===== src/rtl/action_lookup.sv =====
// action_lookup
//
// Resolves the time-aligned match result from the action delay line into a
// per-packet action word. Hits read the external action memory (1-cycle read
// latency); misses take the fixed table-miss action. Results are queued in an
// order-preserving FIFO and offered downstream with valid/ready. The match
// pipeline upstream cannot be stalled, so entries that would not fit are
// dropped at admission and counted.
//
// Ports
//   clk            single clock, rising edge
//   reset          asynchronous, active-low reset
//   match_valid    one-cycle strobe, match result present
//   match_hit      1 = flow entry hit, 0 = miss
//   match_addr     matched flow-table entry address (ignored on miss)
//   match_in_port  ingress port of the packet
//   act_rd_en      action memory read strobe (combinational from match inputs)
//   act_rd_addr    action memory address
//   act_rd_data    action memory read data, valid 1 cycle after act_rd_en
//   act_valid      result available at FIFO head
//   act_ready      downstream accepts result
//   act_data       action word
//   act_in_port    ingress port carried through
//   act_hit        hit flag carried through
//   drop_count     results dropped on FIFO overflow (saturating)
//   hit_count      admitted hits (saturating, optional)
//   miss_count     admitted misses (saturating, optional)
//
// Build option
//   ACTION_LOOKUP_STATS_EN  when defined, hit_count/miss_count are real
//                           counters; otherwise both are tied to zero.

module action_lookup #(
    parameter int C_IN_PORT_WIDTH    = 8,
    parameter int C_MATCH_ADDR_WIDTH = 10,
    parameter int C_ACTION_WIDTH     = 32,
    parameter int C_FIFO_DEPTH       = 8,
    parameter logic [C_ACTION_WIDTH-1:0] C_MISS_ACTION = 32'h0000_0001
) (
    input  logic                          clk,
    input  logic                          reset,

    input  logic                          match_valid,
    input  logic                          match_hit,
    input  logic [C_MATCH_ADDR_WIDTH-1:0] match_addr,
    input  logic [C_IN_PORT_WIDTH-1:0]    match_in_port,

    output logic                          act_rd_en,
    output logic [C_MATCH_ADDR_WIDTH-1:0] act_rd_addr,
    input  logic [C_ACTION_WIDTH-1:0]     act_rd_data,

    output logic                          act_valid,
    input  logic                          act_ready,
    output logic [C_ACTION_WIDTH-1:0]     act_data,
    output logic [C_IN_PORT_WIDTH-1:0]    act_in_port,
    output logic                          act_hit,

    output logic [31:0]                   drop_count,
    output logic [31:0]                   hit_count,
    output logic [31:0]                   miss_count
);

    localparam int AW = $clog2(C_FIFO_DEPTH);
    localparam int EW = C_ACTION_WIDTH + C_IN_PORT_WIDTH + 1;
    localparam logic [AW+1:0] DEPTH_W = (AW+2)'(C_FIFO_DEPTH);

    // ------------------------------------------------------------------
    // FIFO pointers and status
    // ------------------------------------------------------------------
    logic [AW:0]   wr_ptr;
    logic [AW:0]   rd_ptr;
    logic [AW:0]   occupancy;
    logic          fifo_full;
    logic          fifo_empty;
    logic          push;
    logic          pop;

    assign occupancy  = wr_ptr - rd_ptr;
    assign fifo_empty = (wr_ptr == rd_ptr);
    assign fifo_full  = (wr_ptr[AW] != rd_ptr[AW]) &&
                        (wr_ptr[AW-1:0] == rd_ptr[AW-1:0]);

    // ------------------------------------------------------------------
    // S1: admission
    // ------------------------------------------------------------------
    // The S2 entry already owns a slot, so it is reserved here. A pop in the
    // same cycle is deliberately not credited; this keeps admission off the
    // act_ready path at the cost of occasionally dropping one entry early.
    logic          s2_valid;
    logic          s2_hit;
    logic [C_IN_PORT_WIDTH-1:0] s2_in_port;
    logic [AW+1:0] committed;
    logic          admit;
    logic          reject;

    assign committed = {1'b0, occupancy} + {{(AW+1){1'b0}}, s2_valid};
    assign admit     = match_valid && (committed < DEPTH_W);
    assign reject    = match_valid && !admit;

    always_comb begin
        act_rd_en   = 1'b0;
        act_rd_addr = '0;
        if (admit && match_hit) begin
            act_rd_en   = 1'b1;
            act_rd_addr = match_addr;
        end
    end

    // ------------------------------------------------------------------
    // S2: wait for read data, then push. Misses also take this stage so
    // they stay in order behind earlier hits.
    // ------------------------------------------------------------------
    always_ff @(posedge clk or negedge reset) begin
        if (!reset) begin
            s2_valid   <= 1'b0;
            s2_hit     <= 1'b0;
            s2_in_port <= '0;
        end else begin
            s2_valid <= admit;
            if (admit) begin
                s2_hit     <= match_hit;
                s2_in_port <= match_in_port;
            end
        end
    end

    logic [C_ACTION_WIDTH-1:0] s2_action;
    logic [EW-1:0]             push_entry;

    assign s2_action  = s2_hit ? act_rd_data : C_MISS_ACTION;
    assign push_entry = {s2_action, s2_in_port, s2_hit};

    // Admission guarantees space; the full guard only protects the
    // storage should that invariant ever be broken.
    assign push = s2_valid && !fifo_full;
    assign pop  = !fifo_empty && act_ready;

    // ------------------------------------------------------------------
    // FIFO storage and pointers
    // ------------------------------------------------------------------
    logic [EW-1:0] fifo_mem [C_FIFO_DEPTH];

    always_ff @(posedge clk) begin
        if (push) begin
            fifo_mem[wr_ptr[AW-1:0]] <= push_entry;
        end
    end

    always_ff @(posedge clk or negedge reset) begin
        if (!reset) begin
            wr_ptr <= '0;
            rd_ptr <= '0;
        end else begin
            if (push) begin
                wr_ptr <= wr_ptr + 1'b1;
            end
            if (pop) begin
                rd_ptr <= rd_ptr + 1'b1;
            end
        end
    end

    // ------------------------------------------------------------------
    // Output: head entry, forced to zero while empty so stale storage never
    // leaks out (storage itself is not reset).
    // ------------------------------------------------------------------
    logic [EW-1:0] head_entry;

    assign head_entry = fifo_mem[rd_ptr[AW-1:0]];

    always_comb begin
        act_valid   = !fifo_empty;
        act_data    = '0;
        act_in_port = '0;
        act_hit     = 1'b0;
        if (!fifo_empty) begin
            act_data    = head_entry[EW-1 -: C_ACTION_WIDTH];
            act_in_port = head_entry[C_IN_PORT_WIDTH:1];
            act_hit     = head_entry[0];
        end
    end

    // ------------------------------------------------------------------
    // Counters, all saturating
    // ------------------------------------------------------------------
    always_ff @(posedge clk or negedge reset) begin
        if (!reset) begin
            drop_count <= '0;
        end else if (reject && (drop_count != 32'hFFFF_FFFF)) begin
            drop_count <= drop_count + 32'd1;
        end
    end

`ifdef ACTION_LOOKUP_STATS_EN
    always_ff @(posedge clk or negedge reset) begin
        if (!reset) begin
            hit_count <= '0;
        end else if (admit && match_hit && (hit_count != 32'hFFFF_FFFF)) begin
            hit_count <= hit_count + 32'd1;
        end
    end

    always_ff @(posedge clk or negedge reset) begin
        if (!reset) begin
            miss_count <= '0;
        end else if (admit && !match_hit && (miss_count != 32'hFFFF_FFFF)) begin
            miss_count <= miss_count + 32'd1;
        end
    end
`else
    assign hit_count  = '0;
    assign miss_count = '0;
`endif

endmodule


===== config.mk =====
export PLATFORM = sky130hd
export DESIGN_NAME = action_lookup
export DESIGN_NICKNAME = d
export VERILOG_FILES = /design/src/rtl/action_lookup.sv
export SDC_FILE = /design/constraint.sdc
export NUM_CORES = 1
export LEC_CHECK = 0
export CORE_AREA = 8 8 266 165
export CTS_CLUSTER_DIAMETER = 150
export DETAILED_ROUTE_END_ITERATION = 12
export DIE_AREA = 0 0 274 173
export PLACE_DENSITY = 0.62
export SETUP_SLACK_MARGIN = 0.5
export SLEW_MARGIN = 20
export SYNTH_ARGS = -nofsm -noshare
export SYNTH_HDL_FRONTEND = slang
export SYNTH_SLANG_ARGS = --single-unit
export TNS_END_PERCENT = 5

===== constraint.sdc =====
create_clock -name clk -period 14.4 [get_ports clk]
set_input_delay 2.88 -clock clk [delete_from_list [all_inputs] [get_ports clk]]
set_output_delay 2.88 -clock clk [all_outputs]
set_load 0.02 [all_outputs]

==> results.sh, run 1 <==
export IMPL_finish_instance_area_sq_mm=0.0187
export IMPL_routedWlPerCell_microns=21.7
export IMPL_gp_congestion=0.799
export IMPL_leakage_nw=6.44
export IMPL_placed_area_sq_mm=0.0176
export IMPL_start_util=0.395
export IMPL_regArea_sq_mm=0.0111
export IMPL_power_density_mw_per_mm2=210
export IMPL_grt_pass1_vias=8727
export IMPL_portBuffers=139
export IMPL_post_cts_buffers=0
export IMPL_rsz0062_at_grt="false"
export IMPL_drc_errors=0
export IMPL_clkTransAtPathRegs_ns=0.06
export IMPL_slew_headroom=0.295
export IMPL_ys_seq_elements=378
export IMPL_die_width_microns=274
export IMPL_cts_made_buffers=35
export IMPL_grt_pass1_wl_mm=54.6
export IMPL_drive_above_1_share=0.169
export IMPL_combPwrFrac=0.369
export IMPL_avgSynthCellArea_sq_um=17.0
export IMPL_end_kind="output port"
export IMPL_critPathRequiredTime_ns=11.52
export IMPL_htree_levels=2
export IMPL_p_sw_mw=1.34
export IMPL_fin_tns_setup_ns=0
export IMPL_insertion_delay_ns=0.52
export IMPL_drt_wl_total_mm=35.4
export IMPL_dp_cells=1567
export IMPL_max_freq_mhz=125
export IMPL_maxCapViolCount=0
export IMPL_antenna_found_initial=1
export IMPL_vias_per_cell=5.07
export IMPL_area_growth_pct=18.2
export IMPL_p_int_mw=2.59
export IMPL_grt_overflow_total=0
export IMPL_die_area_sq_mm=0.0474
export IMPL_synthFlopType="edfxtp_1"
export IMPL_yosysWarnings=0
export IMPL_fin_skew_ns=0.0159
export IMPL_slew_viol_final=0
export IMPL_initialDrtViolationCount=650
export IMPL_core_sq_mm=0.0399
export IMPL_vdd_drop_max_uv=122
export IMPL_grt_max_degree=54
export IMPL_nNetsFinal=1135
export IMPL_worst_hold_path_type="reg -> reg"
export IMPL_drtPass1Iterations=5
export IMPL_ios=204
export IMPL_post_route_period_util=0.557
export IMPL_crit_type="in -> out"
export IMPL_synth_edf_count=328
export IMPL_clk_path_buf_depth=3
export IMPL_cts_sinks=378
export IMPL_synth_cell_types=50
export IMPL_multi_input_comb_area_sq_mm=0.00427
export IMPL_syn_inst=927
export IMPL_cp_start_kind="primary input"
export IMPL_arrival_ns=5.14
export IMPL_post_cts_resize_count=0
export IMPL_fill_cells=3469
export IMPL_cts_tree="done"
export IMPL_final_hold_viol_count=0
export IMPL_synth_seq_area_share=0.703
export IMPL_die_height_microns=173
export IMPL_p_clk_frac=0.228
export IMPL_setup_viol=0
export IMPL_r2r_slack_ns=10.58
export IMPL_drtAntennaViolNets=0
export IMPL_status="complete, no violations"
export IMPL_cp_max_fo=20
export IMPL_tightestPinTransition_ns=1.06
export IMPL_vias=8252
export IMPL_rows=57
export IMPL_seqPwrFrac=0.403
export IMPL_switching_share=0.342
export IMPL_dp_hpwl_mm=20.3
export IMPL_syn_area_sq_mm=0.0158
export IMPL_async_flop_share=0.132
export IMPL_period_needed_ns=8.02
export IMPL_clockRootBuffer="clkbuf_16"
export IMPL_instances_no_fill=1628
export IMPL_grt_usage=0.148
export IMPL_holdBufCountCts=0
## flip-flops by register name, summed over array words and instances (netlist names)
signal	flops
wr_ptr	4
s2_valid	1
s2_hit	1
drop_count	32
s2_in_port	8
fifo_mem	328
rd_ptr	4
## critical path: stages
cell             delay, ns
clkdlybuf4s50_1       0.66
and2_1                0.71
and3_1                0.27
clkdlybuf4s50_1       0.62
## synth_stat cells (2+ instances only)
| cell | number | area share |
|---|---|---|
| clkbuf_1 | 27 | 0.0064 |
| nand4_1 | 15 | 0.0059 |
| xor2_1 | 23 | 0.013 |
| nor2_1 | 18 | 0.0043 |
| buf_2 | 11 | 0.0035 |
| a2111oi_2 | 2 | 0.0019 |
| nand2_1 | 99 | 0.024 |
| and3_1 | 14 | 0.0055 |
| ha_1 | 6 | 0.0048 |
| a21oi_1 | 42 | 0.013 |
| inv_1 | 10 | 0.0024 |
| mux4_2 | 82 | 0.12 |
| edfxtp_1 | 328 | 0.62 |
| xnor2_1 | 14 | 0.0078 |
| buf_4 | 66 | 0.031 |
| dfrtp_1 | 50 | 0.079 |
| nand3_1 | 12 | 0.0038 |
| nand2b_1 | 4 | 0.0016 |
| nor3b_1 | 3 | 0.0014 |
| and4_1 | 3 | 0.0017 |
| and2_1 | 34 | 0.013 |
| mux2_2 | 12 | 0.0086 |
| nor3_4 | 2 | 0.0021 |
| or2_2 | 3 | 0.0012 |
| nor4_1 | 7 | 0.0028 |
| nor3_1 | 16 | 0.0051 |
## per-stage QoR
stage | utilization | power, mW | hold slack, ns | worst slack (ns)
6_report | 0.468 | 3.93 | 0.487 | 6.38
5_1_grt | 0.468 | 4.14 | 0.511 | 6.27
4_1_cts | 0.467 | 4.00 | 0.494 | 6.38
3_5_place_dp | 0.440 | 3.10 | 0.481 | 6.38
3_3_place_gp | 0.440 | 3.08 | 0.476 | 6.46
2_1_floorplan | - | 2.50 | 0.462 | 7.77
## power by group through the flow
stage	Sequential [mW]	Combinational (mW)	Clock [mW]
after global routing	1.61	1.57	0.958
after global placement	1.61	1.47	0
final	1.58	1.45	0.894
after floorplan	1.53	0.970	0
after detailed placement	1.62	1.48	0
after CTS	1.59	1.49	0.916
## cell families (layout without fill, tap and decap cells)
family / count (synthesis) / in the layout / synth area share
AOI/OAI and AO/OA: 49 / 49 / 0.0187
muxes: 96 / 96 / 0.127
other: 1 / 65 / 0.000237
buffers and inverters: 118 / 224 / 0.0452
and+or+nand+nor: 241 / 241 / 0.0796
adders and majority gates: 7 / 7 / 0.00602
DFF: 378 / 378 / 0.703
xor gates and xnor gates: 37 / 37 / 0.0205
## per-layer routing
layer | vias up | global-route usage | wire (microns)
met2 | 176 | 0.237 | 17000
li1 | 3724 | - | -
met3 | 51 | 0.0274 | 1570
met5 | - | 0 | 0
met4 | 0 | 0.0329 | 609
met1 | 4301 | 0.209 | 16300
## path summary, 6_finish.rpt
kind | start | endpoint | cells after the start
max reg2reg | rd_ptr[2] | fifo_mem[4][39] | 7
min reg2reg | wr_ptr[3] | wr_ptr[3] | 1
min in group asynchronous | reset | drop_count[3] | 2
max | match_valid | act_rd_addr[0] | 4
max in group asynchronous | reset | rd_ptr[0] | 2
min | wr_ptr[3] | wr_ptr[3] | 1
## final cells by class
class	count	share of cell area
flip-flops and latches	378	0.595
clock inverters	17	0.00704
well taps	531	0.0356
inverters	11	0.00221
clock buffers	43	0.0513
multi-input cells	494	0.229
diodes	1	0.000134
repair buffers	153	0.0799
## layout by cell type, fill, tap and decap left out, types with 15 or more instances in the layout
cell and count:
edfxtp_1 328, clkdlybuf4s50_1 138, nand2_1 99, mux4_2 82
conb_1 64, dfrtp_1 46, a21oi_1 42, clkbuf_16 37
and2_1 34, xor2_1 23, nand4_1 15
Note: power is estimated with default switching activity, not from simulation.
==> inputs of run 2 (changes only) <==
--- a/config.mk
+++ b/config.mk
@@ -9,7 +9,7 @@
 export CTS_CLUSTER_DIAMETER = 150
 export DETAILED_ROUTE_END_ITERATION = 12
 export DIE_AREA = 0 0 274 173
-export PLACE_DENSITY = 0.62
+export PLACE_DENSITY = 0.64
 export SETUP_SLACK_MARGIN = 0.5
 export SLEW_MARGIN = 20
 export SYNTH_ARGS = -nofsm -noshare
==> constraint.sdc (replaced) <==
create_clock -name clk -period 7.2 [get_ports clk]
set_input_delay 1.44 -clock clk [delete_from_list [all_inputs] [get_ports clk]]
set_output_delay 1.44 -clock clk [all_outputs]
set_load 0.02 [all_outputs]
==> results.sh, run 2 (synthesized netlist as in run 1, its figures left out) <==
export IMPL_switching_share=0.343
export IMPL_finish_instance_area_sq_mm=0.0187
export IMPL_drtPass1Iterations=5
export IMPL_largest_reg_flops=328
export IMPL_p_clk_frac=0.227
export IMPL_cp_start_kind="flip-flop"
export IMPL_grt_usage=0.146
export IMPL_holdCritStartpoint="wr_ptr[3]"
export IMPL_grt_pass1_wl_mm=53.9
export IMPL_start_util=0.395
export IMPL_r2r_end="s2_in_port[3]"
export IMPL_fin_tns_setup_ns=0
export IMPL_htree_levels=2
export IMPL_cts_made_buffers=36
export IMPL_diodes=0
export IMPL_gp_congestion=0.831
export IMPL_vdd_drop_max_uv=243
export IMPL_area_growth_pct=18.3
export IMPL_leakage_nw=6.45
export IMPL_fill_cells=3406
export IMPL_drtAntennaViolNets=0
export IMPL_tightestPinTransition_ns=1.01
export IMPL_clockRootBuffer="clkbuf_16"
export IMPL_rows=57
export IMPL_slew_headroom=0.329
export IMPL_holdBufCountCts=0
export IMPL_drt_wl_total_mm=35.1
export IMPL_final_cell_mix="328 x edfxtp_1, 138 x clkdlybuf4s50_1, 99 x nand2_1, 82 x mux4_2, 64 x conb_1"
export IMPL_whs_endpoint="wr_ptr[3]"
export IMPL_maxCapViolCount=0
export IMPL_p_int_mw=5.17
export IMPL_seqPwrFrac=0.403
export IMPL_portBuffers=139
export IMPL_grt_pass1_vias=8626
export IMPL_vias_per_cell=5.06
export IMPL_power_density_mw_per_mm2=421
export IMPL_crit_type="reg -> out"
export IMPL_whs_path_depth=1
export IMPL_r2r_slack_ns=3.76
export IMPL_drive_above_1_share=0.170
export IMPL_p_sw_mw=2.69
export IMPL_post_route_period_util=0.797
export IMPL_setup_viol=0
export IMPL_rsz0062_at_grt="false"
export IMPL_combPwrFrac=0.370
export IMPL_ios=204
export IMPL_placed_area_sq_mm=0.0176
export IMPL_initialDrtViolationCount=727
export IMPL_die_width_microns=274
export IMPL_routedWlPerCell_microns=21.5
export IMPL_fin_skew_ns=0.0163
export IMPL_grt_overflow_total=0
export IMPL_die_height_microns=173
export IMPL_cp_max_fo=37
export IMPL_nNetsFinal=1137
export IMPL_end_kind="output port"
export IMPL_dp_hpwl_mm=20.5
export IMPL_post_cts_buffers=0
export IMPL_worst_hold_path_type="reg -> reg"
export IMPL_critPathRequiredTime_ns=5.76
export IMPL_insertion_delay_ns=0.52
export IMPL_core_sq_mm=0.0399
export IMPL_vias=8263
export IMPL_arrival_ns=4.30
export IMPL_slew_viol_final=0
export IMPL_die_area_sq_mm=0.0474
export IMPL_startpoint="rd_ptr[0]"
export IMPL_cts_tree="done"
export IMPL_grt_max_degree=62
export IMPL_antenna_found_initial=2
export IMPL_final_common_cell="edfxtp_1"
export IMPL_cts_sinks=378
export IMPL_final_hold_viol_count=0
export IMPL_status="complete, no violations"
export IMPL_max_freq_mhz=174
export IMPL_drc_errors=0
export IMPL_post_cts_resize_count=0
export IMPL_reg2reg_from="rd_ptr[0]"
export IMPL_rr_worst_depth=8
export IMPL_clk_path_buf_depth=3
export IMPL_clkTransAtPathRegs_ns=0.06
export IMPL_period_needed_ns=5.74
==> run 2: how the worst max path moves through the flow <==
stage                     cells past startpoint             end
after detailed placement                      9  act_rd_addr[8]
after CTS                                     9  act_rd_addr[8]
after global routing                          9  act_rd_addr[8]
final                                         9  act_rd_addr[8]
after global placement                        9  act_rd_addr[5]
after floorplan                               8  fifo_mem[1][0]
==> run 2: area by class of cell <==
class | instances | area, sq um | area share
multi-input cells | 494 | 4270 | 0.229
clock inverters | 15 | 105 | 0.00563
repair buffers | 154 | 1500 | 0.0802
inverters | 11 | 41.3 | 0.00221
flip-flops and latches | 378 | 11100 | 0.595
clock buffers | 49 | 991 | 0.0530
well taps | 531 | 664 | 0.0356
==> run 2: critical path: stages, from the launching register on <==
cell	delay, ns
dfrtp_4	0.90
ha_1	0.28
inv_1	0.05
fa_1	0.37
xnor2_1	0.27
nor3_4	0.10
nor3_4	0.25
and2_1	0.68
and3_1	0.26
clkdlybuf4s50_1	0.62
==> run 2: power groups by stage <==
stage	Combinational [mW]	Sequential (mW)	Clock [mW]
2_1_floorplan	1.94	3.06	0
3_3_place_gp	2.94	3.20	0
3_5_place_dp	2.96	3.22	0
4_1_cts	2.98	3.18	1.84
5_1_grt	3.16	3.21	1.92
6_report	2.91	3.17	1.79
==> run 2: routing by layer <==
| layer | GRT usage | routed length (microns) |
|---|---|---|
| met2 | 0.234 | 16900 |
| met1 | 0.205 | 16000 |
| met4 | 0.0302 | 566 |
| met5 | 0 | 0 |
| met3 | 0.0292 | 1710 |
==> run 2: stage by stage <==
stage	utilization	power (mW)	hold WS (ns)	worst slack (ns)	std cells
after CTS	0.468	7.99	0.488	1.36	1632
after global placement	0.440	6.14	0.479	2.00	1568
after floorplan	-	5.00	0.462	2.08	990
after global routing	0.468	8.29	0.503	1.14	1632
final	0.468	7.86	0.488	1.46	1632
after detailed placement	0.440	6.18	0.476	1.92	1568
==> inputs of run 3 (changes only) <==
==> constraint.sdc (replaced) <==
create_clock -name clk -period 4.95 [get_ports clk]
set_input_delay 0.99 -clock clk [delete_from_list [all_inputs] [get_ports clk]]
set_output_delay 0.99 -clock clk [all_outputs]
set_load 0.02 [all_outputs]
==> results.sh, run 3 (synthesized netlist as in run 1, its figures left out) <==
export IMPL_cts_sinks=378
export IMPL_rows=57
export IMPL_final_hold_viol_count=0
export IMPL_post_route_period_util=0.860
export IMPL_ios=204
export IMPL_tightestPinTransition_ns=0.987
export IMPL_vias=8233
export IMPL_final_common_cell="edfxtp_1"
export IMPL_slew_viol_final=0
export IMPL_antenna_found_initial=0
export IMPL_portBuffers=139
export IMPL_finalPower_mw=11.5
export IMPL_grt_pass1_wl_mm=54.7
export IMPL_grt_overflow_total=0
export IMPL_gp_congestion=0.802
export IMPL_dp_hpwl_mm=21.3
export IMPL_grt_max_degree=52
export IMPL_maxCapViolCount=0
export IMPL_rsz0062_at_grt="true"
export IMPL_routedWlPerCell_microns=21.4
export IMPL_initialDrtViolationCount=760
export IMPL_setup_viol=0
export IMPL_postLayoutCoreUtil=0.470
export IMPL_arrival_ns=3.27
export IMPL_grt_pass1_vias=8743
export IMPL_clkTransAtPathRegs_ns=0.06
export IMPL_power_density_mw_per_mm2=614
export IMPL_die_area_sq_mm=0.0474
export IMPL_nNetsFinal=1145
export IMPL_grt_usage=0.148
export IMPL_htree_levels=2
export IMPL_largest_reg_flops=328
export IMPL_status="complete, no violations"
export IMPL_end_kind="output port"
export IMPL_drive_above_1_share=0.177
export IMPL_vias_per_cell=5.01
export IMPL_fin_skew_ns=0.00831
export IMPL_instances_no_fill=1642
export IMPL_critPathRequiredTime_ns=3.96
export IMPL_worst_hold_path_type="in -> async"
export IMPL_cts_made_buffers=36
export IMPL_clk_path_buf_depth=3
export IMPL_start_util=0.395
export IMPL_core_sq_mm=0.0399
export IMPL_max_freq_mhz=235
export IMPL_cp_start_kind="flip-flop"
export IMPL_clockRootBuffer="clkbuf_16"
export IMPL_final_cell_mix="328 x edfxtp_1, 138 x clkdlybuf4s50_1, 99 x nand2_1, 82 x mux4_2, 64 x conb_1"
export IMPL_die_width_microns=274
export IMPL_crit_type="reg -> out"
export IMPL_fill_cells=3391
export IMPL_cts_tree="done"
export IMPL_cp_max_fo=11
export IMPL_die_height_microns=173
export IMPL_vdd_drop_max_uv=505
export IMPL_drtPass1Iterations=5
export IMPL_area_growth_pct=18.9
export IMPL_drtAntennaViolNets=0
export IMPL_diodes=0
export IMPL_dp_cells=1575
export IMPL_drc_errors=0
export IMPL_period_needed_ns=4.26
export IMPL_drt_wl_total_mm=35.1
export IMPL_leakage_nw=6.50
export IMPL_slew_headroom=0.342
export IMPL_insertion_delay_ns=0.53
## run 3: cell count changes in the layout (fill, tap and decap cells not counted), sizes merged
cell,delta
buf,+8
bufinv,+1
clkbuf,-1
clkinv,+1
clkinvlp,+1
## run 3: report_power, final
group          switching, mW  internal [mW]
Combinational           2.49           1.91
Sequential             0.283           4.19
Clock                   1.16           1.50
## run 3: per-stage QoR
| step | instance area, sq um | setup WS, ns | TNS [ns] | hold slack [ns] |
|---|---|---|---|---|
| 5_1_grt | 18800 | 0.492 | 0 | 0.254 |
| 2_1_floorplan | 16000 | -0.173 | -7.08 | 0.462 |
| 3_3_place_gp | 17600 | 1.08 | 0 | 0.476 |
| 3_5_place_dp | 17600 | 1.03 | 0 | 0.479 |
| 6_report | 18800 | 0.693 | 0 | 0.278 |
| 4_1_cts | 18800 | 0.553 | 0 | 0.254 |
## run 3: layout make-up
class,count,area (sq um),area share
Tap cell,531,664,0.0354
Sequential cell,378,11100,0.592
Clock buffer,48,977,0.0520
Timing Repair Buffer,162,1560,0.0830
Inverter,11,41.3,0.00220
Clock inverter,18,146,0.00780
Multi-Input combinational cell,494,4280,0.228
## run 3: path summary, 6_finish.rpt
check / startpoint / to / slack, ns / depth (start not counted)
max in group asynchronous: reset / rd_ptr[0] / 3.80 / 2
min in group clk: wr_ptr[3] / wr_ptr[3] / 0.49 / 1
worst max register to register: wr_ptr[2] / fifo_mem[4][25] / 1.95 / 6
worst min register to register: wr_ptr[3] / wr_ptr[3] / 0.49 / 1
worst max-delay path: wr_ptr[0] / act_rd_addr[6] / 0.69 / 10
worst min-delay path: reset / drop_count[2] / 0.28 / 1
## run 3: critical path, cell delays in order, from the launching register on
cell	delay [ns]
dfrtp_1	0.40
inv_1	0.11
ha_1	0.18
inv_1	0.06
fa_1	0.37
xnor2_1	0.27
nor3_4	0.10
nor3_4	0.20
and2_2	0.27
and3_1	0.17
clkdlybuf4s50_1	0.61
## run 3: routing by layer
| layer | global-route usage | wire (microns) |
|---|---|---|
| met1 | 0.209 | 15800 |
| met2 | 0.237 | 16900 |
| met3 | 0.0310 | 1990 |
| met4 | 0.0256 | 482 |
| met5 | 0 | 0 |
## run 3: timing repair
action / 4_1_cts / 5_1_grt
setup buffers: 0 / 1
endpoints found under the setup margin: 10 / 11
hold buffers: 0 / 0
resized for setup: 1 / 0
pin swaps: 0 / 1
